File: src/rtl/request_unit.sv
// request_unit
//   Sequencer between the control unit's decoded memory-request signals and
//   the cache-side memory interface. Fetch-side decode is accepted on ihit;
//   a load or store is turned into a held data request that survives a
//   multi-cycle miss, and PC advance / register write-back are issued as a
//   single-cycle pulse only once the instruction has fully completed.
//   A halt instruction parks the unit in a terminal state until RST.
//
// Configuration macro:
//   REQUEST_UNIT_TIMEOUT_EN - when defined, a DATA-state wait longer than
//   TIMEOUT_CYCLES without dhit sets sticky timeout_err and halts the unit.
//   When undefined, DATA waits indefinitely and timeout_err is tied 0.
//
// Ports:
//   CLK, RST             clock (rising edge), asynchronous active-high reset
//   iMemRe               fetch enable, drives imemREN while fetching
//   dMemRe, dMemWr       decoded load / store
//   Halt                 decoded halt instruction
//   regWEN_in            decoded register write
//   ihit, dhit           instruction word valid / data access complete
//   imemREN              instruction read request
//   dmemREN, dmemWEN     held data read / write requests
//   pcEN, regWEN         one-cycle retire pulses
//   halt                 sticky halt
//   retire_cnt           retired-instruction counter, wraps
//   timeout_err          sticky data-wait timeout
module request_unit #(
  parameter int RETIRE_W       = 32,
  parameter int TIMEOUT_CYCLES = 255
) (
  input  logic                CLK,
  input  logic                RST,
  input  logic                iMemRe,
  input  logic                dMemRe,
  input  logic                dMemWr,
  input  logic                Halt,
  input  logic                regWEN_in,
  input  logic                ihit,
  input  logic                dhit,
  output logic                imemREN,
  output logic                dmemREN,
  output logic                dmemWEN,
  output logic                pcEN,
  output logic                regWEN,
  output logic                halt,
  output logic [RETIRE_W-1:0] retire_cnt,
  output logic                timeout_err
);

  typedef enum logic [1:0] {
    FETCH  = 2'd0,
    DATA   = 2'd1,
    HALTED = 2'd2
  } state_t;

  state_t state, state_next;

  // Latched request for the instruction currently waiting in DATA.
  logic rd, wr, wen;

  logic mem_op;      // decoded instruction needs the data side
  logic data_enter;  // accepted memory instruction this cycle
  logic retire;      // instruction completes this cycle
  logic wait_limit;  // DATA wait expired without dhit this cycle

  assign mem_op     = dMemRe | dMemWr;
  assign data_enter = (state == FETCH) && ihit && !Halt && mem_op;

`ifdef REQUEST_UNIT_TIMEOUT_EN
  localparam int WAIT_W = $clog2(TIMEOUT_CYCLES + 1);

  logic [WAIT_W-1:0] wait_cnt;
  logic              timeout_q;

  // The limit is reached in the cycle whose increment would make the count
  // equal TIMEOUT_CYCLES; a dhit in that same cycle takes priority.
  assign wait_limit = (state == DATA) && !dhit &&
                      (wait_cnt == WAIT_W'(TIMEOUT_CYCLES - 1));

  always_ff @(posedge CLK or posedge RST) begin
    if (RST) begin
      wait_cnt  <= '0;
      timeout_q <= 1'b0;
    end else begin
      if (data_enter) begin
        wait_cnt <= '0;
      end else if ((state == DATA) && !dhit) begin
        wait_cnt <= wait_cnt + 1'b1;
      end
      if (wait_limit) begin
        timeout_q <= 1'b1;
      end
    end
  end

  assign timeout_err = timeout_q;
`else
  logic unused_timeout_cfg;

  assign unused_timeout_cfg = ^TIMEOUT_CYCLES;
  assign wait_limit         = 1'b0;
  assign timeout_err        = 1'b0;
`endif

  // State register.
  always_ff @(posedge CLK or posedge RST) begin
    if (RST) begin
      state <= FETCH;
    end else begin
      // NOTE: sequential state uses non-blocking assignment so every
      // register samples pre-edge values regardless of block ordering.
      state <= state_next;
    end
  end

  // Next-state logic. Halt has priority over a simultaneous memory decode.
  always_comb begin
    // NOTE: default first so every path assigns and no latch is inferred.
    state_next = state;
    unique case (state)
      FETCH: begin
        if (ihit && Halt)        state_next = HALTED;
        else if (ihit && mem_op) state_next = DATA;
      end
      DATA: begin
        if (dhit)            state_next = FETCH;
        else if (wait_limit) state_next = HALTED;
      end
      HALTED:  state_next = HALTED;
      default: state_next = FETCH;
    endcase
  end

  // Output logic. Data requests drop combinationally in the dhit cycle so
  // they are never seen alongside imemREN after the return to FETCH.
  always_comb begin
    imemREN = 1'b0;
    dmemREN = 1'b0;
    dmemWEN = 1'b0;
    pcEN    = 1'b0;
    regWEN  = 1'b0;
    halt    = 1'b0;
    retire  = 1'b0;
    unique case (state)
      FETCH: begin
        imemREN = iMemRe;
        if (ihit && !Halt && !mem_op) begin
          pcEN   = 1'b1;
          regWEN = regWEN_in;
          retire = 1'b1;
        end
      end
      DATA: begin
        dmemREN = rd & ~dhit;
        dmemWEN = wr & ~dhit;
        if (dhit) begin
          pcEN   = 1'b1;
          regWEN = wen;
          retire = 1'b1;
        end
      end
      HALTED:  halt = 1'b1;
      default: ;
    endcase
  end

  // Request latches and retire counter.
  always_ff @(posedge CLK or posedge RST) begin
    if (RST) begin
      rd         <= 1'b0;
      wr         <= 1'b0;
      wen        <= 1'b0;
      retire_cnt <= '0;
    end else begin
      if (data_enter) begin
        // A store wins when both load and store are decoded.
        rd  <= dMemRe & ~dMemWr;
        wr  <= dMemWr;
        wen <= regWEN_in;
      end else if ((state == DATA) && (dhit || wait_limit)) begin
        rd  <= 1'b0;
        wr  <= 1'b0;
        wen <= 1'b0;
      end
      if (retire) begin
        retire_cnt <= retire_cnt + 1'b1;
      end
    end
  end

endmodule

File: config.mk
export PLATFORM = sky130hd
export DESIGN_NAME = request_unit
export DESIGN_NICKNAME = d
export VERILOG_FILES = /design/src/rtl/request_unit.sv
export SDC_FILE = /design/constraint.sdc
export NUM_CORES = 1
export LEC_CHECK = 0
export ABC_AREA = 1
export ABC_CLOCK_PERIOD_IN_PS = 2600
export CORE_ASPECT_RATIO = 1.25
export CORE_MARGIN = 5
export CORE_UTILIZATION = 30
export CTS_CLUSTER_DIAMETER = 30
export DETAILED_ROUTE_END_ITERATION = 7
export GPL_TIMING_DRIVEN = 0
export HOLD_SLACK_MARGIN = 0.06
export SLEW_MARGIN = 20
export SYNTH_ARGS = -nofsm -noshare
export SYNTH_HDL_FRONTEND = slang
export SYNTH_SLANG_ARGS = --single-unit
File: constraint.sdc
create_clock -name CLK -period 2.6 [get_ports CLK]
set_input_delay 0.52 -clock CLK [delete_from_list [all_inputs] [get_ports CLK]]
set_output_delay 0.52 -clock CLK [all_outputs]
set_load 0.1 [all_outputs]
==> qor.csv <==
metric;value;unit
overflow;0;
io_buffers;46;
syn_nets;304;
grt_pass1_wl;9430;µm
clk_path_buf_depth;2;
syn-cell-area;2260;µm²
synth_xor_area_frac;0.0720;
cp-end-kind;output port;
fin_crit;2.53;ns
cpPeakStageDelay;1.21;ns
whs;0.502;ns
grt_usage;0.127;
wl_met2;2680;µm
regArea;926;µm²
rr_endpoint;retire_cnt[16]$_DFFE_PP0P_;
hold_violations;0;
fmax;0.395;GHz
tns;0;ns
hold_class;flip-flop to flip-flop;
min_delay_path_depth;2;
multiInputGateArea;1150;µm²
crit_fanout;6;
grt_pass1_vias;1950;
fill_cells;762;
cts_tree;built;
routed_wl;5780;µm
yosys.area_share.adder;0.00554;
vias;2044;
netlist.area_leader.share;0.410;
syn_to_final_growth;30.1;%
cts_hold_buf;0;
gp_congestion;0.851;
num_antenna_cells;0;
post_drt_wl_per_cell;13.2;µm
drt_iter0_drc;77;
h-tree-depth;2;
ys_ff_latch;37;
synth_compound_area_frac;0.0222;
r2r-start;retire_cnt[0]$_DFFE_PP0P_;
ios;48;
wl_met3;332;µm
drcViolationCount;0;
cap_violations;0;
die_h;107;µm
r2r_cells;7;
clkTransAtPathRegs;0.07;ns
final_layout_size_suffix_gt1_frac;0.138;
core_area;7360;µm²
crit_buf_inv;1;
slowest_stage;clkdlybuf4s50_1;
routed_via_density;4.66;
setup_viol_count_final;0;
relSlewSlack;0.335;
critPathTopFamily;buffers and inverters;
clk_latency;0.29;ns
die_x;87.6;µm
syn_avg_cell_area;7.68;µm²
synth_area_leader_cell;dfrtp_1;
die_area;9370;µm²
min_to;retire_cnt[31]$_DFFE_PP0P_;
grt_antenna_before_repair;0;
slew_violations;0;
crit_path_cell_trace;clkdlybuf4s50_1;
p_leak;1.31;nW
powerDensity;338;nW/µm²
drt-met1-wl;2690;µm
worstHoldStart;retire_cnt[31]$_DFFE_PP0P_;
power.total;0.994;mW
syn_inst;294;
worst-r2r-setup-slack;0.96;ns
path_class;flip-flop to output port;
initial_utilization;0.307;
crit_required;2.08;ns
row_count;35;
ant_nets;0;
num-nets-final;358;
worstMarginPinSlew;0.994;ns
peakVddDrop;0.155;mV
clock-root-buffer;clkbuf_8;
ys_seq_area_frac;0.410;
arrival;2.01;ns
muxShareOfSynthArea;0;
yosys-top-cells-area;dfrtp_1 41%, nand2_1 15%, nor2_1 6.3%;
grt_max_degree;25;
rsz0062_at_grt;false;
synth_cell_types;26;
numCtsBuffers;5;
top_layer;met4;
dp_hpwl;4450;µm
yosys.area_share.simple;0.402;
synth_top_family_by_area;simple AND/OR/NAND/NOR gates;
clock-sinks;37;
crit_path_start_kind;flip-flop;
yosysWarnings;0;
clock_skew;0.00299;ns
cts_setup_buffers;0;
fin_crit_sh;0.975;
status;finished clean;
drtPass1Iterations;5;
cell families (layout without fill, tap and decap cells):
family / count (synthesis) / count (layout)
AOI/OAI and AO/OA: 9 / 9
xor gates and xnor gates: 16 / 16
adders and majority gates: 1 / 1
buffers and inverters: 41 / 94
DFF: 37 / 37
other: 1 / 1
and+or+nand+nor: 189 / 189
cells in the mapped netlist:
cell type / instances
buf_12: 1
xor2_1: 8
xnor2_1: 5
nand2_1: 89
nand3_1: 16
nor2_2: 8
nand4_1: 19
inv_1: 34
nand2_4: 3
nor3b_1: 1
nor2_1: 38
and2_1: 1
a21oi_1: 5
nand3_4: 1
ha_1: 1
nand2_8: 1
nor2_4: 4
o22ai_1: 4
buf_4: 1
conb_1: 1
buf_6: 3
xnor2_2: 3
dfrtp_1: 37
nand2_2: 7
nand3b_1: 1
inv_2: 2
per-layer routing:
metal,vias to the layer above,global-route usage
met5,-,0
met4,0,0.0362
met3,7,0.0269
met2,57,0.201
met1,946,0.173
li1,1034,-
worst min-delay path, cell delays in order (launching register included):
cell,delay (ns)
dfrtp_1,0.37
nand2_1,0.06
nand2_1,0.05
registers in the layout (all words and copies together), names as in the netlist:
| register | count |
|---|---|
| rd | 1 |
| retire_cnt | 32 |
| state | 2 |
| wen | 1 |
| wr | 1 |
timing repair:
| item | 4_1_cts | 5_1_grt |
|---|---|---|
| gates resized for setup | 17 | 3 |
| hold endpoints to repair | 0 | 0 |
| endpoints found under the setup margin | 5 | 3 |
layout make-up:
| class | instances | area share |
|---|---|---|
| buffer | 5 | 0.0209 |
| clock buffer | 5 | 0.0234 |
| clock inverter | 1 | 0.00170 |
| inverter | 36 | 0.0460 |
| multi-input combinational | 216 | 0.390 |
| sequential | 37 | 0.315 |
| tap | 92 | 0.0392 |
| timing repair buffer | 47 | 0.163 |
how the worst max path moves through the flow:
stage,start,endpoint,slack (ns),cells after the start
finish,retire_cnt[9]$_DFFE_PP0P_,retire_cnt[9],0.07,1
global route,retire_cnt[9]$_DFFE_PP0P_,retire_cnt[9],0.02,1
CTS,ihit,regWEN,0.01,6
detailed placement,ihit,pcEN,-0.75,7
global placement,dMemRe,pcEN,-0.76,6
floorplan,state[0]$_DFFE_PP0P_,dmemREN,0.16,4
power by group:
| part | internal (mW) | switching [mW] | total, mW |
|---|---|---|---|
| sequential | 0.575 | 0 | 0.575 |
| combinational | 0.0167 | 0.0249 | 0.0416 |
| clock | 0.177 | 0.201 | 0.377 |
cells in the final DEF (no fill, tap or decap):
cell             count
nand2_1             89
clkdlybuf4s50_1     40
nor2_1              38
dfrtp_1             37
inv_1               33
nand4_1             19
nand3_1             16
nor2_2               8
xor2_1               8
nand2_2              7
a21oi_1              5
xnor2_1              5
clkbuf_8             5
nor2_4               4
buf_6                4
inv_2                3
nand2_4              3
xnor2_2              3
o22ai_1              3
buf_12               2
clkdlybuf4s15_2      2
nand3_4              1
nand2_8              1
nand3b_1             1
o22ai_2              1
nor3b_2              1
and2_1               1
ha_1                 1
buf_4                1
conb_1               1
clkinv_2             1
dlymetal6s2s_1       1
dlygate4sd2_1        1
buf_2                1
metrics by stage:
step	util	cells	cell area, µm²	worst slack [ns]
final	0.399	439	2940	0.0655
after global routing	0.399	439	2940	0.0196
after CTS	0.399	439	2940	0.0145
after detailed placement	0.389	433	2870	-0.751
after global placement	0.387	432	2850	-0.759
after floorplan	-	294	2270	0.163
No activity file was read; power rests on OpenSTA's default activity.
